### src/rtl/ce_generator_if.sv
// Bundle of control inputs and strobe outputs for the clock-enable generator.
interface ce_generator_if;
  logic [1:0] speed;
  logic       pause;
  logic       ce_f1;
  logic       ce_f2;
  logic       ce_pix;
  logic       ce_aux;
  logic [1:0] speed_cur;

  // Consumer side: requests speed/pause, receives strobes.
  modport master (
    output speed, pause,
    input  ce_f1, ce_f2, ce_pix, ce_aux, speed_cur
  );

  // Generator side.
  modport slave (
    input  speed, pause,
    output ce_f1, ce_f2, ce_pix, ce_aux, speed_cur
  );
endinterface

### src/rtl/ce_generator.sv
// Clock-enable strobe generator: two-phase CPU strobes with speed multiplier
// and pair-preserving pause, plus free-running pixel and auxiliary strobes.
module ce_generator #(
  parameter int unsigned CPU_DIV   = 24,
  parameter int unsigned F2_OFFSET = 2,
  parameter int unsigned MAX_SPEED = 3,
  parameter int unsigned PIX_DIV   = 3,
  parameter int unsigned AUX_DIV   = 3571
) (
  input  logic clk,
  input  logic reset,
  ce_generator_if.slave bus
);

  localparam int unsigned CPU_W = (CPU_DIV > 1) ? $clog2(CPU_DIV) : 1;
  localparam int unsigned PIX_W = (PIX_DIV > 1) ? $clog2(PIX_DIV) : 1;
  localparam int unsigned AUX_W = (AUX_DIV > 1) ? $clog2(AUX_DIV) : 1;
  localparam logic [1:0]  SPEED_MAX = 2'(MAX_SPEED);

  // Reject parameter sets that cannot produce evenly spaced, unsplit pairs.
  if (MAX_SPEED > 3) begin : g_bad_max_speed
    $error("ce_generator: MAX_SPEED must fit the 2-bit speed code");
  end
  if ((CPU_DIV % (1 << MAX_SPEED)) != 0) begin : g_bad_cpu_div
    $error("ce_generator: CPU_DIV must be divisible by 2**MAX_SPEED");
  end
  if (F2_OFFSET < 1 || F2_OFFSET >= (CPU_DIV >> MAX_SPEED)) begin : g_bad_f2
    $error("ce_generator: F2_OFFSET must lie in [1, CPU_DIV>>MAX_SPEED)");
  end
  if (PIX_DIV < 1 || AUX_DIV < 1) begin : g_bad_div
    $error("ce_generator: PIX_DIV and AUX_DIV must be at least 1");
  end

  logic [CPU_W-1:0] cpu_div;
  logic [CPU_W-1:0] ph;
  logic [CPU_W-1:0] sub_last;
  logic [PIX_W-1:0] pix_div;
  logic [AUX_W-1:0] aux_div;
  logic [1:0]       speed_q;
  logic [1:0]       speed_clamped;
  logic             period_end;
  logic             sub_end;
  logic             f1_slot;
  logic             f2_slot;
  logic             paused;
  logic             f1_q, f2_q, pix_q, aux_q;

  // Slot decode from pre-increment counter values.
  always_comb begin
    sub_last      = CPU_W'((CPU_DIV >> speed_q) - 1);
    period_end    = (cpu_div == CPU_W'(CPU_DIV - 1));
    sub_end       = (ph == sub_last);
    f1_slot       = (ph == '0);
    f2_slot       = (ph == CPU_W'(F2_OFFSET));
    speed_clamped = (bus.speed > SPEED_MAX) ? SPEED_MAX : bus.speed;
  end

  // Period, phase and free-running divider counters; speed latched per period.
  always_ff @(posedge clk) begin
    if (reset) begin
      cpu_div <= '0;
      ph      <= '0;
      pix_div <= '0;
      aux_div <= '0;
      speed_q <= '0;
    end else begin
      cpu_div <= period_end ? '0 : cpu_div + 1'b1;
      // Phase wraps with the period too, so a speed change lands on ph==0.
      ph      <= (period_end || sub_end) ? '0 : ph + 1'b1;
      pix_div <= (pix_div == PIX_W'(PIX_DIV - 1)) ? '0 : pix_div + 1'b1;
      aux_div <= (aux_div == AUX_W'(AUX_DIV - 1)) ? '0 : aux_div + 1'b1;
      if (period_end) begin
        speed_q <= speed_clamped;
      end
    end
  end

  // Strobe registers; pause is only sampled at the f1 slot so pairs stay whole.
  always_ff @(posedge clk) begin
    if (reset) begin
      f1_q   <= 1'b0;
      f2_q   <= 1'b0;
      pix_q  <= 1'b0;
      aux_q  <= 1'b0;
      paused <= 1'b0;
    end else begin
      f1_q  <= f1_slot && !bus.pause;
      f2_q  <= f2_slot && !paused;
      pix_q <= (pix_div == '0);
      aux_q <= (aux_div == '0);
      if (f1_slot) begin
        paused <= bus.pause;
      end
    end
  end

  assign bus.ce_f1     = f1_q;
  assign bus.ce_f2     = f2_q;
  assign bus.ce_pix    = pix_q;
  assign bus.ce_aux    = aux_q;
  assign bus.speed_cur = speed_q;

endmodule

### src/flat_wrapper.sv
// flat-port wrapper written by rule: the top's interface ports become plain ports
module ce_generator_flat 
#(
  parameter int unsigned CPU_DIV   = 24,
  parameter int unsigned F2_OFFSET = 2,
  parameter int unsigned MAX_SPEED = 3,
  parameter int unsigned PIX_DIV   = 3,
  parameter int unsigned AUX_DIV   = 3571
)
  (clk, reset, bus_speed, bus_pause, bus_ce_f1, bus_ce_f2, bus_ce_pix, bus_ce_aux, bus_speed_cur);
  ce_generator_if bus_i ();
  input  logic clk;
  input  logic reset;
  input wire logic [$bits(bus_i.speed)-1:0] bus_speed;
  input wire logic [$bits(bus_i.pause)-1:0] bus_pause;
  output wire logic [$bits(bus_i.ce_f1)-1:0] bus_ce_f1;
  output wire logic [$bits(bus_i.ce_f2)-1:0] bus_ce_f2;
  output wire logic [$bits(bus_i.ce_pix)-1:0] bus_ce_pix;
  output wire logic [$bits(bus_i.ce_aux)-1:0] bus_ce_aux;
  output wire logic [$bits(bus_i.speed_cur)-1:0] bus_speed_cur;
  assign bus_i.speed = bus_speed;
  assign bus_i.pause = bus_pause;
  assign bus_ce_f1 = bus_i.ce_f1;
  assign bus_ce_f2 = bus_i.ce_f2;
  assign bus_ce_pix = bus_i.ce_pix;
  assign bus_ce_aux = bus_i.ce_aux;
  assign bus_speed_cur = bus_i.speed_cur;
  ce_generator #(.CPU_DIV(CPU_DIV), .F2_OFFSET(F2_OFFSET), .MAX_SPEED(MAX_SPEED), .PIX_DIV(PIX_DIV), .AUX_DIV(AUX_DIV)) u_core (.clk(clk), .reset(reset), .bus(bus_i));
endmodule
### config.mk
export PLATFORM = sky130hd
export DESIGN_NAME = ce_generator_flat
export DESIGN_NICKNAME = d
export VERILOG_FILES = /design/src/rtl/ce_generator_if.sv /design/src/rtl/ce_generator.sv /design/src/flat_wrapper.sv
export SDC_FILE = /design/constraint.sdc
export NUM_CORES = 1
export LEC_CHECK = 0
export CAP_MARGIN = 20
export CORE_MARGIN = 2
export CORE_UTILIZATION = 56
export CTS_CLUSTER_SIZE = 14
export DETAILED_ROUTE_END_ITERATION = 6
export PLACE_DENSITY_LB_ADDON = 0.05
export REMOVE_ABC_BUFFERS = 1
export SLEW_MARGIN = 20
export SYNTH_ARGS = -nofsm -noshare
export SYNTH_HDL_FRONTEND = slang
export SYNTH_SLANG_ARGS = --single-unit
### constraint.sdc
create_clock -name clk -period 1.75 [get_ports clk]
set_clock_uncertainty 0.1 [all_clocks]
set_input_delay 0.35 -clock clk [delete_from_list [all_inputs] [get_ports clk]]
set_output_delay 0.35 -clock clk [all_outputs]
set_load 0.05 [all_outputs]
==> metrics.md <==
| Metric | Value |
|---|---|
| Final min period | between 1500 and 2000 ps |
| Max-slew headroom | 69.50% |
| Ports | 11 |
| Final setup violation count | 0 |
| Compound-Gate Fraction of Synth Area | 8.846% |
| TritonCTS clock tree | yes |
| Chip Height | 54.76 um |
| Total grt overflow | 0 |
| Hold/Removal Path Class | reg -> reg |
| Crit path buf inv count | 1 |
| Routability cong. | 0.8856 |
| Yosys Warn Count | 0 |
| Largest family of logic cells by synthesized area | simple AND/OR/NAND/NOR gates |
| Clk slew on worst S/H paths | 90 ps |
| IO Port Bufs | 10 |
| Placed insts | 205 |
| DIE AREA | 0.002998 sq mm |
| Hold wc startpoint | u_core.pix_div[0]$_SDFF_PP0_ |
| Global-route wire length before repair | 4809 um |
| Endpoints failing hold | 0 |
| DP Wirelength | 2110 um |
| Register area | about 620 sq um |
| Worst stage delay on the critical path | 450 ps |
| Net Sw Power | 0.4532 mW |
| Critical Path RT | 1850 ps |
| CTS Buf Count | 5 |
| Hold EP | u_core.pix_div[0]$_SDFF_PP0_ |
| Synth cell count leaders | dfxtp_1, nand2_1, nor2_1 |
| CP Data Arrival Time | 1730 ps |
| Post-CTS setup buffers | 0 |
| Slowest cell on the critical path | dfxtp_1 |
| Initial antenna violation count | 0 |
| Initial DRC Count | 15 |
| Vias per inst | 5.667 |
| Worst slew pin tran | ~460 ps |
| #FFs+latches synth | 31 |
| Number of flops mapped to enable cells by yosys | 0 |
| Sequential share of the synthesized area | between 40 and 50% |
| Area added between synthesis and finish | 16.91% |
| Clk buf depth | 2 |
| # nets final | 196 |
| Register-to-Register Path Depth | 4 |
| Most frequent cell after synthesis | dfxtp_1 |
| Drt pass-1 iters | 4 |
| Worst Setup End Kind | register |
| CP cell instances | inv_1 > or3_1 > a31oi_1 > o22ai_1 |
| Post-DRT Antenna Nets | 0 |
| CP Class | reg -> reg |
| Die span in x | 54.76 um |
| FF-to-FF setup slack | ~110 ps |
| Synth Instances | 164 |
| Mux share of post-synthesis cell area | under 10% |
| Routed WL per cell | between 10 and 15 um |
| Pwr dens | between 900 and 1000 mW/mm^2 |
| Switch share | 28.82% |
| Dominant cells by area after synthesis | dfxtp_1, ha_1, nand2_1 |
| Top cell type's share of synthesized area | a little over two fifths |
| Starting density of the core | 58.77% |
| Layout cells sized above 1 | between 10% and 20% |
| Peak supply drop | 839.7 uV |
| Max Freq | just over 0.6 GHz |
| Ys flop type | dfxtp_1 |
| Slew Viols, Final | 0 |
| Int Pwr | about 1.1 mW |
| Multi-input gate area | roughly 800 sq um |
| Reg-to-reg critical path startpoint | u_core.ph[0]$_SDFF_PP0_ |
| Final antenna diode count | 0 |
| Part of the power in combinational logic | 17.8% |
| Core ar. | 0.002455 sq mm |
| Worst skew pair latency | 330 ps |
| Worst-path maximum fanout | 7 |
| Xor and xnor area share after synthesis | 6.678% |
| Seq pwr share | a little over half |
| DP Area | 0.001610 sq mm |
| Vias in the first global route | 1173 |
| Hold Path Depth | 1 |
| Leak | 0.6557 nW |
| Async set-reset flop share out of synthesis | 0% |
| CP Launch Type | register |
| Top cell type by total area after synthesis | dfxtp_1 |
| Maxcap violations | 0 |
| Outcome | complete, no violations |
| Largest net degree at the start of global routing | 10 |
| Simple logic cell fraction of the synthesized area | about 29% |
| Filler Cells Inserted | 193 |
| Via count | 1207 |
| Avg Cell Area, Syn | 8.797 sq um |
| Critical path's top delay family | compound AO/OA/AOI/OAI gates |
| Wirelength, routed | 2954 um |
| Drt drc | 0 |
| Rows | 18 |
| Adder-cell share of the synthesized area | 7.806% |
| Non-filler cells, final | 213 |
| H-tree Lvls | 2 |
| CP startpoint | u_core.ph[0]$_SDFF_PP0_ |
| Clock share of power | about 30% |
| GRT Total Usage | a little under a quarter |
| Synth unique cells | 33 |
| Clock sink count | 31 |
| CTS Root Cell | clkbuf_4 |
| R2R Path End | u_core.ph[1]$_SDFF_PP0_ |
| Final Cell Area | 0.001687 sq mm |
| Tcrit/Tclk final | 93.60% |
| Syn Std Cell Area | 0.001443 sq mm |
==> logic make-up after synthesis <==
family	count (synthesis)
flip-flops	31
AO/OA/AOI/OAI	18
multiplexers	2
adder cells (fa/ha/maj)	9
XOR/XNOR	11
AND/OR/NAND/NOR	80
buffers and inverters	13
==> worst max-delay path by stage <==
stage | depth (start not counted) | to
2_1_floorplan | 3 | u_core.ph[0]$_SDFF_PP0_
3_3_place_gp | 4 | u_core.ph[1]$_SDFF_PP0_
3_5_place_dp | 4 | u_core.ph[1]$_SDFF_PP0_
4_1_cts | 5 | u_core.ph[1]$_SDFF_PP0_
5_1_grt | 4 | u_core.aux_div[11]$_SDFF_PP0_
6_report | 4 | u_core.ph[1]$_SDFF_PP0_
==> area by class of cell <==
cell class / count / share of cell area [%]
Clock buffer: 8 / 4.080
Inverter: 9 / 2.003
Multi-Input combinational cell: 120 / 46.07
Sequential cell: 31 / 36.87
Tap cell: 30 / 2.226
Timing Repair Buffer: 15 / 8.754
==> metrics by stage <==
stage	setup slack, ps	power [mW]	TNS, ps	util [%]	hold slack (ps)
2_1_floorplan	177.5	1.013	0	-	291.2
3_3_place_gp	126.4	1.101	0	65.60	300.1
3_5_place_dp	69.70	1.114	0	65.60	303.1
4_1_cts	70.36	1.589	0	68.40	316.0
5_1_grt	-19.92	1.663	-19.92	68.71	357.1
6_report	111.9	1.573	0	68.71	319.2
==> state kept, by name, summed over array words and instances, names as in the netlist, 2 cells and up <==
signal,count
u_core.aux_div,12
u_core.ph,5
u_core.bus.speed_cur,2
u_core.pix_div,2
u_core.cpu_div,5
==> layout by cell type (no fill, tap or decap), types with 5 or more instances in the layout <==
cell and n:
buf_4 9, xor2_1 6, ha_1 8, nand2_1 18, nor2_1 18, xnor2_1 5, clkbuf_4 5, dfxtp_1 30
nand3_1 8, inv_1 9, nor3_1 8
==> power by group through the flow <==
stage | Clock [mW] | Combinational, mW | Sequential (mW)
after global routing | 0.516 | 0.315 | 0.832
after floorplan | 0 | 0.139 | 0.874
after CTS | 0.486 | 0.283 | 0.820
after detailed placement | 0 | 0.277 | 0.837
after global placement | 0 | 0.267 | 0.834
final | 0.471 | 0.280 | 0.822
==> layer usage <==
layer  track usage (%)  vias to the layer above  part of all wire [%]
met5                 0                        -                     0
met4             10.83                        0                   1.6
met3             9.290                        8                   3.7
met2             40.87                       26                    52
met1             23.82                      562                    43
li1                  -                      611                     -
==> worst reg2reg max path: stages (launching register included) <==
cell and delay (ps):
dfxtp_1 450, inv_1 130, or3_1 320, a31oi_1 360
o22ai_1 140
==> repair_timing <==
action,in CTS,in global routing
gates resized for setup,0,4
hold buffers,0,0
endpoints found under the setup margin,0,4
Power figures use the tool's default switching activity.
